### src/rtl/next_pc_unit.sv
// IF-stage fetch PC generator: priority select among EX redirect, RAS, BTB and
// sequential PC, with stall hold, buffered redirect and a circular return-address stack.
module next_pc_unit #(
   parameter int              XLEN      = 32,
   parameter logic [XLEN-1:0] RESET_PC  = '0,
   parameter int              PC_STEP   = 4,
   parameter int              RAS_DEPTH = 4
) (
   input  logic            clk,
   input  logic            rst_n,
   input  logic            stall,
   input  logic            redirect_valid,
   input  logic [XLEN-1:0] redirect_pc,
   input  logic            pred_taken,
   input  logic [XLEN-1:0] pred_target,
   input  logic            pred_is_call,
   input  logic            pred_is_ret,
   output logic [XLEN-1:0] pc,
   output logic [XLEN-1:0] next_pc,
   output logic [1:0]      pc_src,
   output logic            ras_empty
);
   localparam int PW = $clog2(RAS_DEPTH);
   localparam int CW = $clog2(RAS_DEPTH + 1);
   localparam logic [XLEN-1:0] STEP = XLEN'(PC_STEP);

   logic [RAS_DEPTH-1:0][XLEN-1:0] ras_q;
   logic [PW-1:0]   top_q;
   logic [CW-1:0]   cnt_q;
   logic            pend_vld_q;
   logic [XLEN-1:0] pend_pc_q;

   logic            redir_active;
   logic [XLEN-1:0] redir_pc;
   logic [XLEN-1:0] seq_pc;
   logic            ras_hit;
   logic            advance, do_push, do_repl, do_pop;

   assign redir_active = redirect_valid | pend_vld_q;
   assign redir_pc     = redirect_valid ? redirect_pc : pend_pc_q;
   assign seq_pc       = pc + STEP;
   assign ras_empty    = (cnt_q == '0);
   assign ras_hit      = pred_is_ret & ~ras_empty;

   always_comb begin
      next_pc = seq_pc;
      pc_src  = 2'd0;
      if (redir_active) begin
         next_pc = redir_pc;
         pc_src  = 2'd3;
      end else if (ras_hit) begin
         next_pc = ras_q[top_q];
         pc_src  = 2'd2;
      end else if (pred_taken) begin
         next_pc = pred_target;
         pc_src  = 2'd1;
      end
   end

   // Call+ret with a live entry replaces the top in place; with an empty stack it is a plain push.
   assign advance = ~stall & ~redir_active;
   assign do_push = advance & pred_is_call & ~ras_hit;
   assign do_repl = advance & pred_is_call &  ras_hit;
   assign do_pop  = advance & ~pred_is_call & ras_hit;

   always_ff @(posedge clk or negedge rst_n) begin
      if (!rst_n) begin
         pc         <= RESET_PC;
         pend_vld_q <= 1'b0;
         pend_pc_q  <= '0;
      end else if (!stall) begin
         pc         <= next_pc;
         pend_vld_q <= 1'b0;
      end else if (redirect_valid) begin
         pend_vld_q <= 1'b1;
         pend_pc_q  <= redirect_pc;
      end
   end

   // Pointer wraps naturally at RAS_DEPTH; overflow silently overwrites the oldest entry.
   always_ff @(posedge clk or negedge rst_n) begin
      if (!rst_n) begin
         ras_q <= '0;
         top_q <= '0;
         cnt_q <= '0;
      end else if (do_push) begin
         ras_q[top_q + PW'(1)] <= seq_pc;
         top_q                 <= top_q + PW'(1);
         if (cnt_q != CW'(RAS_DEPTH)) cnt_q <= cnt_q + CW'(1);
      end else if (do_repl) begin
         ras_q[top_q] <= seq_pc;
      end else if (do_pop) begin
         top_q <= top_q - PW'(1);
         cnt_q <= cnt_q - CW'(1);
      end
   end
endmodule

### config.mk
export PLATFORM = sky130hd
export DESIGN_NAME = next_pc_unit
export DESIGN_NICKNAME = d
export VERILOG_FILES = /design/src/rtl/next_pc_unit.sv
export SDC_FILE = /design/constraint.sdc
export NUM_CORES = 1
export LEC_CHECK = 0
export BUFFER_PORTS_ARGS = -buffer_cell sky130_fd_sc_hd__buf_2
export CORE_MARGIN = 5
export CORE_UTILIZATION = 40
export DETAILED_ROUTE_END_ITERATION = 16
export SETUP_SLACK_MARGIN = 0.02
export SYNTH_ARGS = -nofsm -noshare
export SYNTH_HDL_FRONTEND = slang
export SYNTH_SLANG_ARGS = --single-unit
### constraint.sdc
create_clock -name clk -period 5 [get_ports clk]
set_clock_uncertainty 0.05 [all_clocks]
set_input_delay 1 -clock clk [delete_from_list [all_inputs] [get_ports clk]]
set_output_delay 1 -clock clk [all_outputs]
set_load 0.005 [all_outputs]
# Word-level counts from Yosys, hierarchy flattened
# Cells that the tools add are included.
[totals]
register_bits = 198
latch_bits = 0
ramBits = 0
rom_bits = 0
input_bits = 71
wordCells = 68
mem_count = 0
[op_classes]
n_addsub = 5
mul = 0
n_div = 0
magnitude_cmp = 4
n_eq_ne = 4
shifts = 0
muxes = 26
bitwise_logic = 13
reduce_logical = 7
[op_table]
columns = ["operator", "count"]
rows = [
  ["$bwmux W128", 2],
  ["$mux W128", 2],
  ["$mux W32", 7],
  ["$demux W32 S2", 2],
  ["$bmux W32 S2", 1],
  ["$add A32 B3 Y32 const B", 1],
  ["$mux W3", 4],
  ["$mux W2", 5],
  ["$and A1 B1 Y1", 7],
  ["$lt A2 B3 Y1 const B", 2],
  ["$not A1 Y1", 5],
  ["$ge A2 B1 Y1 const B", 2],
  ["$ne A2 B1 Y1 const B", 2],
  ["$reduce_bool A2 Y1", 2],
  ["$add A3 B1 Y3 const B", 1],
  ["$logic_not A3 Y1", 1],
  ["$mux W1", 3],
  ["$ne A3 B3 Y1 const B", 1],
  ["$reduce_and A3 Y1", 1],
  ["$sub A3 B1 Y3 const B", 1],
  ["$add A2 B1 Y2 const B", 1],
  ["$logic_and A1 B1 Y1", 2],
  ["$ne A2 B2 Y1 const B", 1],
  ["$reduce_and A2 Y1", 1],
  ["other kinds (2)", 2],
]

# Longest topological paths before layout
# Gate-level depths: netlist (run 1).
[depth]
depth_word = 8
depth_mapped = 10
mapped_depth_nobuf = 6

# Worst setup path before layout (run 1)
# No wires, ideal clock.
[synth_timing]
path_type = "input to output"
start = "input port redirect_valid"
end = "output port next_pc[26]"
arrival_ns = 2.282
required_ns = 3.950
setup_slack_ns = 1.668
path_stages = 6
n_path_buf = 2
cell_sequence = "clkbuf_1 > or2_2 > nor2_4 > clkbuf_1 > o21ai_0 > o31ai_1"
[synth_between]
elab_chain_cells = 2
word_cells_on_any_way = 3
classes_between = "2 x mux; 1 x bitwise"
[synth_lines]
columns = ["element", "line_no", "rtl"]
rows = [
  ["from (decl)", "12", "input logic redirect_valid,"],
  ["$mux W32 or $or A1 B1 Y1 (tied branches)", "n/a", ""],
  ["$mux W32 (*)", "48", "if (redir_active) begin"],
  ["to (decl)", "19", "output logic [XLEN-1:0] next_pc,"],
]
# Mark *: on every way between the ends. The rest lies on a longest branch, timed or not.

# Final worst setup path (run 1)
[layout_timing]
start = "register top_q[0]"
end = "output port next_pc[29]"
[layout_between]
elab_chain_cells = 4
[layout_lines]
columns = ["element", "line_no", "rtl"]
rows = [
  ["from (decl)", "28", "logic [PW-1:0] top_q;"],
  ["from (signal assigned)", "88", "top_q <= top_q + PW'(1);"],
  ["from (signal assigned)", "93", "top_q <= top_q - PW'(1);"],
  ["$bmux W32 S2", "52", "next_pc = ras_q[top_q];"],
  ["$mux W32 (not written as such)", "52", ""],
  ["$mux W32", "51", "end else if (ras_hit) begin"],
  ["$mux W32", "48", ""],
]
# No other way between the ends. The select of a mux whose other input is x is not followed.

==> results of run 1 <==
==> Yosys cell counts, types with 10 or more instances <==
library cell	instances
o21a_1	12
nor2_1	160
o22ai_1	10
mux2_2	59
a21oi_1	128
inv_1	17
dfrtp_1	198
a31oi_1	11
xnor2_1	12
nor3_1	19
a221oi_1	10
nand2_1	51
buf_2	35
nand3_1	22
o31ai_1	13
o21ai_0	33
clkbuf_1	32
mux4_2	32
==> layout make-up <==
| class | instances | area, sq um | share of cell area |
|---|---|---|---|
| Clock buffer | 17 | 425 | 0.0356 |
| Clock inverter | 15 | 178 | 0.0149 |
| Inverter | 18 | 67.6 | 0.00565 |
| Multi-Input combinational cell | 719 | 4990 | 0.417 |
| Sequential cell | 198 | 4960 | 0.414 |
| Tap cell | 330 | 413 | 0.0345 |
| Timing Repair Buffer | 167 | 932 | 0.0779 |
==> worst max-delay path, delay by kind of cell, from the launching register on <==
family	cells	cell delay, ns
flip-flops	1	0.93
buffers and inverters	2	0.55
multiplexers	1	0.52
AO/OA/AOI/OAI	2	0.47
AND/OR/NAND/NOR	1	0.18
==> metrics by stage <==
| step | power, mW | std cells | area (sq um) |
|---|---|---|---|
| after floorplan | 4.18 | 1012 | 10300 |
| after global placement | 4.89 | 1432 | 11400 |
| after detailed placement | 4.95 | 1432 | 11400 |
| after CTS | 6.34 | 1464 | 12000 |
| after global routing | 6.71 | 1464 | 12000 |
| final | 6.32 | 1464 | 12000 |
==> state kept, by name (all words and copies together) (netlist names) <==
| register | count |
|---|---|
| cnt_q | 3 |
| pc | 32 |
| pend_pc_q | 32 |
| pend_vld_q | 1 |
| ras_q | 128 |
| top_q | 2 |
==> power by group <==
part | switching [mW] | total [mW] | leakage, nW | internal, mW
combinational | 1.10 | 2.18 | 2.33 | 1.08
clock | 0.709 | 1.39 | 0.290 | 0.677
sequential | 0.521 | 2.75 | 2.35 | 2.23
==> placed cells by master (no fill, tap or decap), types with 8 or more instances in the layout <==
cell type,Yosys,routed
nand2_1,51,51
inv_1,17,17
o21a_1,12,12
o21ai_0,33,33
o31ai_1,13,12
nor3_1,19,19
buf_4,6,29
nor2_1,160,160
nand3_1,22,22
nand4_1,9,9
o22ai_1,10,10
buf_2,35,136
a221oi_1,10,10
clkbuf_16,0,17
xnor2_1,12,12
a211oi_1,8,8
mux4_2,32,32
dfrtp_1,198,197
mux2_2,59,59
a31oi_1,11,11
xor2_1,8,8
nor4_1,9,9
a21oi_1,128,128
a221o_1,9,9
==> cell families (layout without fill, tap and decap cells) <==
kind of cell | count (synthesis) | count (layout)
simple gates | 313 | 313
compound gates | 283 | 283
flops | 198 | 198
mux | 96 | 96
buf+inv | 95 | 217
xor+xnor | 20 | 20
fa+ha+maj | 7 | 7
==> worst max path at each step <==
stage	end	slack, ns	depth (start not counted)
floorplan	next_pc[26]	1.67	6
global placement	next_pc[24]	1.17	6
detailed placement	next_pc[16]	1.18	7
CTS	next_pc[29]	0.80	6
global route	next_pc[30]	0.64	6
finish	next_pc[29]	0.82	6
==> per-layer routing <==
layer | wire length, um | vias to the layer above | track usage
met5 | 0 | - | 0
met4 | 726 | 0 | 0.0663
met3 | 1630 | 49 | 0.0342
met2 | 15100 | 279 | 0.353
met1 | 13900 | 4327 | 0.297
li1 | - | 3921 | -
==> impl_metrics.tcl, run 1 <==
set metrics [dict create \
    path_cells "buf_4, mux4_2, a221o_1, o21ai_0, nand2_1, buf_2" \
    syn_area_per_cell_sq_um 10.2 \
    port-buffer-count 137 \
    cpMaxStageDelayCell "dfrtp_2" \
    drv_cap 0 \
    finalSetupTns_ns 0 \
    max_stage_delay_ns 0.93 \
    start_kind "register" \
    layout_setup_ws_ns 0.818 \
    dieHeight_um 171 \
    reg2reg_slack_ns 2.01 \
    timing.fmax_ghz 0.239 \
    syn_area_sq_mm 0.0103 \
    ys_types 65 \
    utilization 0.472 \
    ys.flop_type "dfrtp_1" \
    grt_pass1_wl_um 48600 \
    die_w_um 171 \
    cts-buffers-inserted 17 \
    drt_iter0_markers 961 \
    postCtsHoldBufs 0 \
    ys_seq_elements 198 \
    leakage_nw 4.97 \
    final.period_utilization 0.836 \
    synth-edff-count 0 \
    wl_um 31400 \
    hp-start "ras_q[65]$_DFFE_PN0P_" \
    synthXorXnorAreaFrac 0.0170 \
    ir_worst_vdd_mv 0.270 \
    wl_per_cell_um 21.5 \
    hpwl_um 22100 \
    hold_end "ras_q[65]$_DFFE_PN0P_" \
    drive_above_1_share 0.272 \
    synth_top_family_by_area "compound AO/OA/AOI/OAI gates" \
    fill_cells 2338 \
    clkTransAtPathRegs_ns 0.08 \
    slew_headroom 0.278 \
    synth_top_cell_area_share 0.480 \
    antenna_found_initial 0 \
    drc_errors 0 \
    worstSkewPairLatency_ns 0.45 \
    rsz0062_at_grt "no" \
    synth_fa_ha_area_frac 0.00921 \
    vias_per_cell 5.86 \
    cts_tree "done" \
    ant_nets 0 \
    cts.sinks 198 \
    rows 58 \
    hp-class "reg -> reg" \
    rr_worst_depth 5 \
    tightestPinTransition_ns 1.08 \
    dpl_worst_slack_ns 1.18 \
    syn_to_final_growth_pct 15.9 \
    startpoint "top_q[0]$_DFFE_PN0P_" \
    rr_startpoint "cnt_q[0]$_DFFE_PN0P_" \
    dr.pass1.iters 5 \
    yosys-top-cells-area "dfrtp_1, mux4_2, mux2_2, a21oi_1, nor2_1" \
    grt_usage 0.216 \
    power.density_mw_per_mm2 528 \
    synth_cells 1012 \
    critical_path_arrival_ns 3.13 \
    path_class "reg -> out" \
    final_hold_viol_count 0 \
    grt_max_degree 119 \
    antenna_cells 0 \
    required_ns 3.95 \
    cp-end-kind "primary output" \
    htreeDepth 4 \
    crit_fanout 20 \
    ios 138 \
    vias 8576 \
    syn_nets 1090 \
    muxShareOfSynthArea 0.139 \
    place_congestion 0.890 \
    min_period_ns 4.18 \
    yosysSeqAreaShare 0.480 \
    synth_simple_gate_area_frac 0.141 \
    grt_pass1_vias 8349 \
    hold-worst-slack_ns 0.455 \
    rr_endpoint "ras_q[67]$_DFFE_PN0P_" \
    slew_viol_final 0 \
    async_reset_ff_frac 1.00 \
    cts_setup_buffers 0 \
    start_util 0.408 \
    overflow 0 \
    status "finished clean" \
    post_cts_resized 0 \
    nets 1199 \
    setup_violations 0 \
    yosys_warnings 0 \
    synth_area_leader_cell "dfrtp_1" \
    clock-root-buffer "clkbuf_16" \
    synth_compound_area_frac 0.173 \
    cts.path.max_buffers 2 \
    core_sq_mm 0.0253 \
    fp.dieArea_sq_mm 0.0291 \
    hold_path_depth 1 \
]
(Power assumes the default switching activity.)
==> run 2, diff against run 1 <==
- clock period: 5 -> 3.8 ns (I/O delays scaled with it)
==> run 2 against run 1 <==
Effect of this change:
- die area stayed put
- worst hold slack worse by 0.073 ns
- utilization up 0.67 points
- wire length up 1.7%
- total power up 33%
- cell area grew 1.4%
- flip-flop and latch count did not move
- sequential power grew 31%
- clock power up 37%
- cell count is 1.1% higher
- largest cell class unchanged
- largest power group unchanged
==> impl_metrics.tcl, run 2 (synthesis results as in run 1) <==
set metrics [dict create \
    cp-end-kind "primary output" \
    leakage_nw 5.07 \
    wl_um 31900 \
    vias 8662 \
    dr.pass1.iters 5 \
    syn_to_final_growth_pct 17.5 \
    rows 58 \
    clkTransAtPathRegs_ns 0.09 \
    postCtsHoldBufs 0 \
    grt_usage 0.221 \
    hold-worst-slack_ns 0.382 \
    utilization 0.479 \
    max_stage_delay_ns 0.64 \
    startpoint "pc[6]$_DFFE_PN0N_" \
    drv_cap 0 \
    core_sq_mm 0.0253 \
    worstSkewPairLatency_ns 0.44 \
    slew_viol_final 0 \
    drc_errors 0 \
    rr_startpoint "cnt_q[1]$_DFFE_PN0P_" \
    finalSetupTns_ns 0 \
    final_hold_viol_count 0 \
    cpMaxStageDelayCell "o32ai_1" \
    final.period_utilization 0.965 \
    fp.dieArea_sq_mm 0.0291 \
    start_kind "register" \
    drive_above_1_share 0.283 \
    tightestPinTransition_ns 0.906 \
    antenna_found_initial 0 \
    place_congestion 0.899 \
    largest_reg_flops 128 \
    top_regs "ras_q (128), pc (32), pend_pc_q (32)" \
    cts.sinks 198 \
    port-buffer-count 137 \
    antenna_cells 0 \
    cts_tree "done" \
    path_class "reg -> out" \
    dpl_worst_slack_ns 0.498 \
    slew_headroom 0.396 \
    ant_nets 0 \
    wl_per_cell_um 21.6 \
    start_util 0.408 \
    overflow 0 \
    drt_iter0_markers 873 \
    grt_max_degree 107 \
    min_period_ns 3.67 \
    status "finished clean" \
    grt_pass1_vias 8527 \
    timing.fmax_ghz 0.273 \
    layout_setup_ws_ns 0.135 \
    final_cell_count_no_fill 1480 \
    stdcell_area_sq_mm 0.0121 \
    top_register "ras_q" \
    p_total_mw 8.43 \
    critical_path_arrival_ns 2.86 \
    place_area_sq_mm 0.0115 \
    vias_per_cell 5.85 \
    dieHeight_um 171 \
    htreeDepth 4 \
    required_ns 2.99 \
    rsz0062_at_grt "no" \
    setup_violations 0 \
    crit_fanout 10 \
    grt_pass1_wl_um 49600 \
    die_w_um 171 \
    power.density_mw_per_mm2 695 \
    clock-root-buffer "clkbuf_16" \
    ir_worst_vdd_mv 0.344 \
    dp_cells 1445 \
    cts-buffers-inserted 17 \
    hpwl_um 22600 \
    nets 1215 \
    hp-class "in -> async" \
    cts.path.max_buffers 2 \
    final_common_cell "dfrtp_1" \
    final_cell_mix "dfrtp_1, nor2_1, buf_2" \
    ios 138 \
    path_cells "nand4_2, nor4_4, buf_4, a311oi_1, o32ai_1, buf_2" \
]
## run 2: changes by cell type in the layout (fill, tap and decap cells not counted), sizes merged
cell      delta
buf         +16
clkinvlp     -1
clkinv       -3
inv          +4
## run 2: area by class of cell
| type | count | area (sq um) |
|---|---|---|
| clock buffers | 17 | 425 |
| clock inverters | 15 | 206 |
| fillers | 2366 | 13200 |
| inverters | 18 | 67.6 |
| multi-input cells | 719 | 5000 |
| flip-flops and latches | 198 | 4960 |
| well taps | 330 | 413 |
| repair buffers | 183 | 1060 |
## run 2: metal layers
metal,up-vias,share of wire,GRT usage
met2,319,0.47,0.358
li1,3965,-,-
met5,-,0,0
met3,46,0.067,0.0342
met1,4332,0.44,0.308
met4,0,0.023,0.0642
## run 2: final timing paths
path / to / slack [ns] / cells after the start
min in group clk: ras_q[65]$_DFFE_PN0P_ / 0.46 / 1
hold / removal: pend_pc_q[2]$_DFFE_PN0P_ / 0.38 / 1
setup / recovery: next_pc[16] / 0.13 / 6
hold reg to reg: ras_q[65]$_DFFE_PN0P_ / 0.46 / 1
setup reg to reg: ras_q[126]$_DFFE_PN0P_ / 1.04 / 7
max in group asynchronous: pc[24]$_DFFE_PN0N_ / 2.30 / 2
## run 2: repair_timing
item,4_1_cts,5_1_grt
gates resized for setup,0,2
endpoints found under the setup margin,0,9
hold endpoints to repair,0,0
buffers inserted,0,3
## run 2: power breakdown
group	switching, mW	internal [mW]
registers	0.666	2.94
logic	1.46	1.45
clock network	0.987	0.922
## run 2: critical path: cells and delay by family (launching register included)
kind                   cells  cell delay, ns
flip-flops                 1            0.54
buffers and inverters      2            0.43
AND/OR/NAND/NOR            2            0.70
AO/OA/AOI/OAI              2            0.74
